==> src/rtl/mmio_mem_ctrl.sv <==
// Memory and I/O access controller for the MIPS150 datapath.
// It decodes execute-stage loads and stores into DMEM/IMEM byte enables, per-channel UART
// strobes and performance-counter accesses. It returns the aligned, extended load result in
// the writeback stage.
module mmio_mem_ctrl #(
    parameter int unsigned NUM_UART    = 2,
    parameter int unsigned UART_STRIDE = 32,
    parameter int unsigned IO_BIT      = 31,
    parameter int unsigned IMEM_BIT    = 30,
    parameter int unsigned DMEM_BIT    = 28,
    parameter logic [31:0] CNT_OFFSET  = 32'h400,
    parameter int unsigned CNT_W       = 32
) (
    input  logic                  i_clk,
    input  logic                  i_rst,
    input  logic                  i_stall,
    input  logic                  i_is_load,
    input  logic                  i_is_store,
    input  logic [31:0]           i_addr,
    input  logic [1:0]            i_size,
    input  logic                  i_load_signed,
    input  logic [31:0]           i_store_data,
    input  logic                  i_instr_retire,
    input  logic [31:0]           i_dmem_rdata,
    input  logic [NUM_UART-1:0]   i_uart_tx_ready,
    input  logic [NUM_UART-1:0]   i_uart_rx_valid,
    input  logic [8*NUM_UART-1:0] i_uart_rx_data,
    output logic [3:0]            o_dmem_we,
    output logic [3:0]            o_imem_we,
    output logic [31:0]           o_mem_wdata,
    output logic [NUM_UART-1:0]   o_uart_tx_valid,
    output logic [7:0]            o_uart_tx_data,
    output logic [NUM_UART-1:0]   o_uart_rx_ready,
    output logic [31:0]           o_load_data,
    output logic                  o_misaligned
);

    typedef enum logic [1:0] {SrcNone, SrcDmem, SrcIo} src_e;

    logic              w_req;
    logic              w_acc;
    logic              w_io;
    logic              w_io_acc;
    logic              w_st_acc;
    logic [31:0]       w_off;
    logic [3:0]        w_we;
    logic [31:0]       w_wdata;
    logic [31:0]       w_io_rdata;
    logic              w_cnt_cyc_hit;
    logic              w_cnt_ins_hit;
    logic              w_cnt_clr;
    logic [31:0]       w_cycle_rd;
    logic [31:0]       w_instr_rd;
    logic [NUM_UART-1:0] w_stat_hit;
    logic [NUM_UART-1:0] w_rx_hit;
    logic [NUM_UART-1:0] w_tx_hit;
    logic [31:0]       w_chain [NUM_UART+1];
    logic [31:0]       w_src_val;
    logic [7:0]        w_byte;
    logic [15:0]       w_half;

    logic [CNT_W-1:0]  r_cycle;
    logic [CNT_W-1:0]  r_instr;
    src_e              r_src;
    logic [1:0]        r_lane;
    logic [1:0]        r_size;
    logic              r_signed;
    logic [31:0]       r_io_rdata;

    assign w_req    = i_is_load | i_is_store;
    // Reset gates the access so that no strobe leaks out while the block is held in reset.
    assign w_acc    = w_req & ~i_stall & ~o_misaligned & ~i_rst;
    assign w_io     = i_addr[IO_BIT];
    assign w_io_acc = w_acc & w_io;
    assign w_st_acc = w_acc & i_is_store;
    assign w_off    = 32'(i_addr[IO_BIT-1:0]);

    // Flag sub-word or word accesses that do not sit on their natural boundary.
    always_comb begin
        o_misaligned = 1'b0;
        if (w_req) begin
            case (i_size)
                2'b00:   o_misaligned = 1'b0;
                2'b01:   o_misaligned = i_addr[0];
                default: o_misaligned = |i_addr[1:0];
            endcase
        end
    end

    // Store lane selection: replicate the data so every enabled lane sees the right bytes.
    always_comb begin
        w_we    = 4'b0000;
        w_wdata = 32'h0;
        case (i_size)
            2'b00: begin
                w_we    = 4'b0001 << i_addr[1:0];
                w_wdata = {4{i_store_data[7:0]}};
            end
            2'b01: begin
                w_we    = 4'b0011 << i_addr[1:0];
                w_wdata = {2{i_store_data[15:0]}};
            end
            default: begin
                w_we    = 4'b1111;
                w_wdata = i_store_data;
            end
        endcase
    end

    assign o_mem_wdata    = w_st_acc ? w_wdata : 32'h0;
    assign o_dmem_we      = (w_st_acc & ~w_io & i_addr[DMEM_BIT]) ? w_we : 4'b0000;
    assign o_imem_we      = (w_st_acc & ~w_io & i_addr[IMEM_BIT]) ? w_we : 4'b0000;
    assign o_uart_tx_data = i_store_data[7:0];

    // Per-channel register decode; read values are OR-chained since at most one channel hits.
    assign w_chain[0] = 32'h0;
    for (genvar c = 0; c < NUM_UART; c++) begin : g_uart
        localparam logic [31:0] Base = 32'(c * UART_STRIDE);
        assign w_stat_hit[c]      = w_io_acc & i_is_load & (w_off == Base);
        assign w_rx_hit[c]        = w_io_acc & i_is_load & (w_off == Base + 32'd4);
        assign w_tx_hit[c]        = w_io_acc & i_is_store & (w_off == Base + 32'd8);
        assign o_uart_rx_ready[c] = w_rx_hit[c];
        assign o_uart_tx_valid[c] = w_tx_hit[c];
        assign w_chain[c+1] = w_chain[c]
            | (w_stat_hit[c] ? {30'h0, i_uart_rx_valid[c], i_uart_tx_ready[c]} : 32'h0)
            | (w_rx_hit[c] ? {24'h0, i_uart_rx_data[8*c +: 8]} : 32'h0);
    end

    assign w_cycle_rd    = 32'(r_cycle);
    assign w_instr_rd    = 32'(r_instr);
    assign w_cnt_cyc_hit = w_io_acc & i_is_load & (w_off == CNT_OFFSET);
    assign w_cnt_ins_hit = w_io_acc & i_is_load & (w_off == CNT_OFFSET + 32'd4);
    assign w_cnt_clr     = w_io_acc & i_is_store & (w_off == CNT_OFFSET + 32'd8);
    assign w_io_rdata    = w_chain[NUM_UART]
                         | (w_cnt_cyc_hit ? w_cycle_rd : 32'h0)
                         | (w_cnt_ins_hit ? w_instr_rd : 32'h0);

    // Performance counters: cycle count runs through stalls; a clear beats the increment.
    always_ff @(posedge i_clk) begin
        if (i_rst || w_cnt_clr) begin
            r_cycle <= '0;
            r_instr <= '0;
        end else begin
            r_cycle <= r_cycle + 1'b1;
            if (i_instr_retire) begin
                r_instr <= r_instr + 1'b1;
            end
        end
    end

    // Load context register into writeback; I/O values are captured with their strobes.
    always_ff @(posedge i_clk) begin
        if (i_rst) begin
            r_src      <= SrcNone;
            r_lane     <= 2'b00;
            r_size     <= 2'b00;
            r_signed   <= 1'b0;
            r_io_rdata <= 32'h0;
        end else if (!i_stall) begin
            r_lane     <= i_addr[1:0];
            r_size     <= i_size;
            r_signed   <= i_load_signed;
            r_io_rdata <= w_io_rdata;
            if (w_acc && i_is_load) begin
                r_src <= w_io ? SrcIo : SrcDmem;
            end else begin
                r_src <= SrcNone;
            end
        end
    end

    // Writeback lane extraction and sign/zero extension.
    always_comb begin
        case (r_src)
            SrcDmem: w_src_val = i_dmem_rdata;
            SrcIo:   w_src_val = r_io_rdata;
            default: w_src_val = 32'h0;
        endcase
        w_byte = w_src_val[{r_lane, 3'b000} +: 8];
        w_half = r_lane[1] ? w_src_val[31:16] : w_src_val[15:0];
        case (r_size)
            2'b00:   o_load_data = {{24{r_signed & w_byte[7]}}, w_byte};
            2'b01:   o_load_data = {{16{r_signed & w_half[15]}}, w_half};
            default: o_load_data = w_src_val;
        endcase
    end

endmodule

==> config.mk <==
export PLATFORM = sky130hd
export DESIGN_NAME = mmio_mem_ctrl
export DESIGN_NICKNAME = d
export VERILOG_FILES = /design/src/rtl/mmio_mem_ctrl.sv
export SDC_FILE = /design/constraint.sdc
export NUM_CORES = 1
export LEC_CHECK = 0
export ABC_AREA = 1
export BUFFER_PORTS_ARGS = -buffer_cell sky130_fd_sc_hd__buf_2
export CORE_MARGIN = 4
export CORE_UTILIZATION = 24
export CTS_CLUSTER_SIZE = 24
export DETAILED_ROUTE_END_ITERATION = 8
export PLACE_DENSITY_LB_ADDON = 0.12
export SLEW_MARGIN = 20
export SYNTH_ARGS = -nofsm -noshare
export SYNTH_HDL_FRONTEND = slang
export SYNTH_SLANG_ARGS = --single-unit
==> constraint.sdc <==
create_clock -name i_clk -period 1.8 [get_ports i_clk]
set_input_delay 0.18 -clock i_clk [delete_from_list [all_inputs] [get_ports i_clk]]
set_output_delay 0.18 -clock i_clk [all_outputs]
set_load 0.005 [all_outputs]
==> results of run 1 <==
[critical path, stage by stage (launching register included)]
cell	delay [ps]
dfxtp_4	380
inv_4	40
ha_4	140
buf_6	130
buf_6	110
a22o_4	220
nand2_2	50
o211ai_1	120
nand4_1	140
buf_6	170
clkbuf_16	170
nand3_2	60
buf_2	130
[cell families (layout without fill, tap and decap cells)]
logic type	count (synthesis)	count (layout)	synth area share
AO/OA/AOI/OAI	146	146	0.121
flip-flops	103	103	0.290
buffers and inverters	192	510	0.113
adder cells (fa/ha/maj)	4	4	0.00704
XOR/XNOR	36	36	0.0443
AND/OR/NAND/NOR	672	672	0.424
[metrics by stage]
stage | setup slack, ps | area [um^2] | power (mW)
2_1_floorplan | 6.54 | 7130 | 2.68
6_report | -597 | 10500 | 5.06
5_1_grt | -686 | 10500 | 5.30
4_1_cts | -503 | 9990 | 5.09
3_5_place_dp | -257 | 9430 | 3.04
3_3_place_gp | -235 | 9430 | 3.04
[cell usage after synthesis (2+ instances only)]
| library cell | number |
|---|---|
| buf_4 | 17 |
| a21oi_1 | 58 |
| nor4_1 | 4 |
| nand4_1 | 42 |
| or2_2 | 15 |
| a22o_1 | 24 |
| nor2_1 | 176 |
| xor2_1 | 23 |
| o22ai_1 | 15 |
| nor3_2 | 4 |
| xnor2_1 | 13 |
| buf_2 | 9 |
| nand2_2 | 3 |
| nor2_2 | 3 |
| nor3b_1 | 8 |
| inv_2 | 9 |
| inv_1 | 123 |
| clkbuf_1 | 28 |
| or2_0 | 2 |
| o211ai_1 | 2 |
| nor2_4 | 3 |
| o21ai_0 | 41 |
| nand3_1 | 117 |
| nor3_1 | 24 |
| o21ai_1 | 2 |
| nand2_1 | 263 |
| buf_1 | 2 |
| dfxtp_1 | 103 |
| a211oi_1 | 2 |
| ha_1 | 4 |
[layer usage]
layer	GRT usage	vias up
met1	0.224	3913
met5	0	-
met2	0.327	218
li1	-	4391
met3	0.0339	24
met4	0.0345	0
[layout make-up]
type	instances	share of cell area
Multi-Input combinational cell	858	0.445
Timing Repair Buffer	360	0.232
Sequential cell	103	0.199
Inverter	134	0.0494
Tap cell	384	0.0459
Clock buffer	10	0.0228
Clock inverter	6	0.00550
[path summary, 6_finish.rpt]
kind                     from              end  slack, ps
hold reg to reg   r_cycle[31]      r_cycle[31]        480
hold / removal          i_rst         r_src[0]         50
setup reg to reg  r_cycle[11]      r_cycle[31]        130
setup / recovery     r_src[1]  o_load_data[26]       -600
[repair_timing]
item	CTS	global route
cloned	1	2
buffers inserted	12	10
pin swaps	12	24
gates resized for setup	54	84
endpoints found under the setup margin	38	52
[registers in the layout (all words and copies together) (netlist names)]
signal and count:
r_lane 2, r_instr 32, r_size 2, r_signed 1, r_src 2, r_cycle 32
r_io_rdata 32
[power breakdown]
group | switching (mW) | total, mW | internal, mW
Sequential | 0.0216 | 2.32 | 2.30
Combinational | 0.405 | 0.721 | 0.316
Clock | 0.998 | 2.01 | 1.02
Total | 1.42 | 5.06 | 3.63
==> flow_summary.json, run 1 <==
{
  "cts_hold_buf": 0,
  "synth_top_cell_by_area": "dfxtp_1",
  "layout_common_cells": "nand2_1 (256), buf_2 (206), nor2_1 (167)",
  "grt_pass1_vias": 8647,
  "die_area_um2": 32500,
  "placementRows": 62,
  "drive_gt1_frac": 0.348,
  "max-cap-violations": 0,
  "num-fill-cells": 3230,
  "fin_crit_sh": 1.33,
  "routed.top_layer": "met4",
  "clkLatencyLatePin_ps": 360,
  "period_needed_ps": 2400,
  "hold_violations": 0,
  "dpl.cell_count": 1815,
  "endpoint_kind": "output pin",
  "ios": 210,
  "multiInputGateArea_um2": 4650,
  "grt-ovfl-total": 0,
  "worstMarginPinSlew_ps": 537,
  "dr.pass1.iters": 5,
  "yosysWarningCount": 0,
  "grt_usage": 0.180,
  "route.vias.total": 8546,
  "critPathKind": "reg2out",
  "ys_ff_latch": 103,
  "yosysTopAreaCellShare": 0.290,
  "wl_met2_mm": 15.2,
  "avgSynthCellArea_um2": 6.17,
  "drcViolationCount": 0,
  "vdd_drop_max_mv": 0.384,
  "hold_path_class": "in2reg",
  "holdWs_ps": 45.2,
  "outcome": "finished with violations",
  "area_growth_pct": 47.0,
  "grt_pass1_wl_mm": 47.3,
  "ys_seq_area_frac": 0.290,
  "p_leak_nw": 4.96,
  "wire_per_inst_um": 16.3,
  "synth_area_leaders": "dfxtp_1 (29%), nand2_1 (14%), nor2_1 (9.3%)",
  "min_path_cells": 2,
  "synth-edff-count": 0,
  "startpoint_type": "register",
  "cts_buffer_depth": 2,
  "dp_hpwl_mm": 24.3,
  "root_buffer": "clkbuf_16",
  "setup_viol": 32,
  "clk_pin_slew_ps": 80,
  "drt-initial-drc-count": 537,
  "slew_violations": 0,
  "gp_congestion": 0.884,
  "numPortBuffers": 209,
  "fp.dieH_um": 180,
  "failed_checks": "setup timing",
  "final_common_cell": "nand2_1",
  "start_util": 0.246,
  "synth_flop_cell": "dfxtp_1",
  "antenna_found_initial": 0,
  "ant_nets": 0,
  "clock-sinks": 103,
  "worst_slack_ps": -597,
  "htreeDepth": 3,
  "required_ps": 1620,
  "final-seq-area_um2": 2090,
  "diodes": 0,
  "critPathMaxFanout": 6,
  "stdcell_count": 1855,
  "async_flop_share": 0,
  "synth_area_um2": 7110,
  "synth_fp_nets": 1282,
  "reg2reg_depth": 7,
  "core_um2": 28900,
  "cts_tree": "yes",
  "die_w_um": 180,
  "met3_length_mm": 1.61,
  "finalWirelength_mm": 30.2,
  "routed_via_density": 4.61,
  "cp.arrival_ps": 2220,
  "final_nets": 1595,
  "post-route-util": 0.361,
  "p_per_area_nw_per_um2": 484,
  "skew_ps": 11.3,
  "cts_buffers": 9,
  "slew-limit-headroom": 0.641,
  "fmax_mhz": 417,
  "grt_max_degree": 39,
  "wl_met1_mm": 13.0,
  "yosysUniqueCellTypes": 44,
  "grt_setup_unrepaired": "yes",
  "netlist_instances": 1153,
  "fin_tns_setup_ps": -17750
}
Note: power is estimated with default switching activity, not from simulation.
==> run 2: changes to the inputs <==
Settings changed: ABC_AREA 1 to not set.
==> flow_summary.json, run 2 <==
{
  "root_buffer": "clkbuf_16",
  "diodes": 0,
  "synthMuxAreaShare": 0.0629,
  "synth_area_um2": 6720,
  "num-fill-cells": 2964,
  "setup_viol": 32,
  "layout_common_cells": "buf_2 (208), buf_4 (142), nor2_1 (121)",
  "cts_tree": "yes",
  "cts_buffers": 9,
  "startpoint_type": "register",
  "synthAdderAreaFrac": 0.00745,
  "drcViolationCount": 0,
  "synth_top_family_by_area": "simple AND/OR/NAND/NOR gates",
  "drive_gt1_frac": 0.433,
  "period_needed_ps": 2480,
  "worstMarginPinSlew_ps": 644,
  "max-cap-violations": 0,
  "ys_top_cells_by_count": "nor2_1 (123), dfxtp_1 (103), nand2_1 (77), a21oi_1 (59), xor2_1 (47)",
  "final_nets": 1294,
  "fin_tns_setup_ps": -19480,
  "netlist_instances": 856,
  "core_um2": 27300,
  "area_growth_pct": 49.6,
  "critPathKind": "reg2out",
  "power.share.sequential": 0.428,
  "critPathMaxFanout": 6,
  "synth_flop_cell": "dfxtp_1",
  "hold_path_class": "in2reg",
  "clockPowerShare": 0.415,
  "cts_hold_buf": 0,
  "finalWirelength_mm": 25.7,
  "gp_congestion": 0.809,
  "synth-xor-area-share": 0.0730,
  "placed_area_um2": 9070,
  "combinationalPowerShare": 0.157,
  "wire_per_inst_um": 16.7,
  "synth.most_common_cell": "nor2_1",
  "ys_seq_area_frac": 0.307,
  "endpoint_kind": "output pin",
  "die_w_um": 175,
  "grtUsageMet2": 0.272,
  "clk_pin_slew_ps": 70,
  "slew-limit-headroom": 0.570,
  "power.internal_mw": 4.12,
  "synth-simple-area-share": 0.277,
  "finalInstanceArea_um2": 10100,
  "route.vias.total": 7253,
  "antenna_found_initial": 0,
  "failed_checks": "setup timing",
  "grt-ovfl-total": 0,
  "drt-initial-drc-count": 393,
  "ios": 210,
  "ant_nets": 0,
  "synth_compound_area_frac": 0.202,
  "dr.pass1.iters": 4,
  "placementRows": 60,
  "final-seq-area_um2": 2070,
  "busiest_layer": "met2",
  "clkLatencyLatePin_ps": 350,
  "hold_violations": 0,
  "cts_buffer_depth": 2,
  "grt_usage": 0.164,
  "use_met3": 0.0327,
  "grt_util_met1": 0.223,
  "synth_fp_nets": 985,
  "grt_pass1_wl_mm": 40.5,
  "die_area_um2": 30700,
  "routed_via_density": 4.70,
  "fmax_mhz": 403,
  "vdd_drop_max_mv": 0.392,
  "numPortBuffers": 209,
  "grt_setup_unrepaired": "yes",
  "synth_area_leaders": "dfxtp_1 (31%), nor2_1 (6.9%), xor2_1 (6.1%)",
  "ys_ff_latch": 103,
  "grt_max_degree": 74,
  "p_sw_mw": 1.46,
  "switching_share": 0.261,
  "fp.dieH_um": 175,
  "dp_hpwl_mm": 20.0,
  "clock-sinks": 103,
  "required_ps": 1620,
  "outcome": "finished with violations",
  "start_util": 0.247,
  "htreeDepth": 3,
  "top_regs": "r_cycle x32, r_instr x32, r_io_rdata x32",
  "p_per_area_nw_per_um2": 555,
  "synth_top_cell_by_area": "dfxtp_1",
  "grt_pass1_vias": 7339,
  "p_leak_nw": 4.08,
  "avgSynthCellArea_um2": 7.85,
  "async_flop_share": 0,
  "skew_ps": 11.4,
  "cp.arrival_ps": 2300,
  "worst_slack_ps": -680,
  "synth-edff-count": 0,
  "slew_violations": 0,
  "yosysWarningCount": 0,
  "fin_crit_sh": 1.38,
  "yosysTopAreaCellShare": 0.307,
  "final_common_cell": "buf_2",
  "total_power_mw": 5.58,
  "multiInputGateArea_um2": 4640,
  "yosysUniqueCellTypes": 48
}
run 2: per-stage QoR:
step	instances	setup slack, ps	utilization	hold slack (ps)
floorplan	856	-127	-	324
global placement	1507	-597	0.333	419
detailed placement	1507	-550	0.333	426
CTS	1541	-687	0.365	53.1
global route	1542	-776	0.369	98.6
finish	1542	-680	0.369	70.5
run 2: layout make-up:
type                            instances  share of cell area
Multi-Input combinational cell        651               0.461
Tap cell                              372              0.0463
Inverter                               33              0.0123
Clock buffer                            9              0.0224
Sequential cell                       103               0.206
Clock inverter                          7              0.0126
Timing Repair Buffer                  367               0.240
run 2: power by group through the flow:
| stage | Combinational [mW] | Sequential, mW | Clock [mW] |
|---|---|---|---|
| after floorplan | 0.428 | 2.41 | 0 |
| after global placement | 0.808 | 2.44 | 0 |
| after global routing | 0.966 | 2.39 | 2.49 |
| final | 0.877 | 2.39 | 2.31 |
| after detailed placement | 0.805 | 2.44 | 0 |
| after CTS | 0.865 | 2.39 | 2.40 |
run 2: worst paths after layout:
| check | from | endpoint | slack (ps) | depth (start not counted) |
|---|---|---|---|---|
| worst min-delay path | i_load_signed | r_signed | 70 | 3 |
| worst max register to register | r_instr[6] | r_io_rdata[6] | 80 | 7 |
| worst min register to register | r_io_rdata[23] | r_io_rdata[23] | 490 | 2 |
| worst max-delay path | r_src[0] | o_load_data[17] | -680 | 9 |
run 2: layer usage:
layer / routed length, um / part of all wire
met1: 12200 / 0.47
met2: 11900 / 0.46
met3: 1230 / 0.048
met4: 386 / 0.015
met5: 0 / 0
run 2: cells by family after synthesis:
| logic type | after synthesis |
|---|---|
| adders and majority gates | 4 |
| muxes | 40 |
| and+or+nand+nor | 368 |
| buffers and inverters | 102 |
| xor gates and xnor gates | 56 |
| DFF | 103 |
| AOI/OAI and AO/OA | 183 |
run 2: what timing repair did:
item                       4_1_cts  5_1_grt
pin swaps                       35        9
setup buffers                   16        3
cloned                           3        0
setup endpoints to repair       40       73
gates resized for setup         72       26
run 2: critical path, stage by stage (launching register included):
cell	delay [ps]
dfxtp_4	370
inv_2	50
ha_4	180
a22oi_2	180
nor2_1	70
mux4_2	520
o21ai_4	220
buf_6	140
o21ai_0	80
buf_2	140
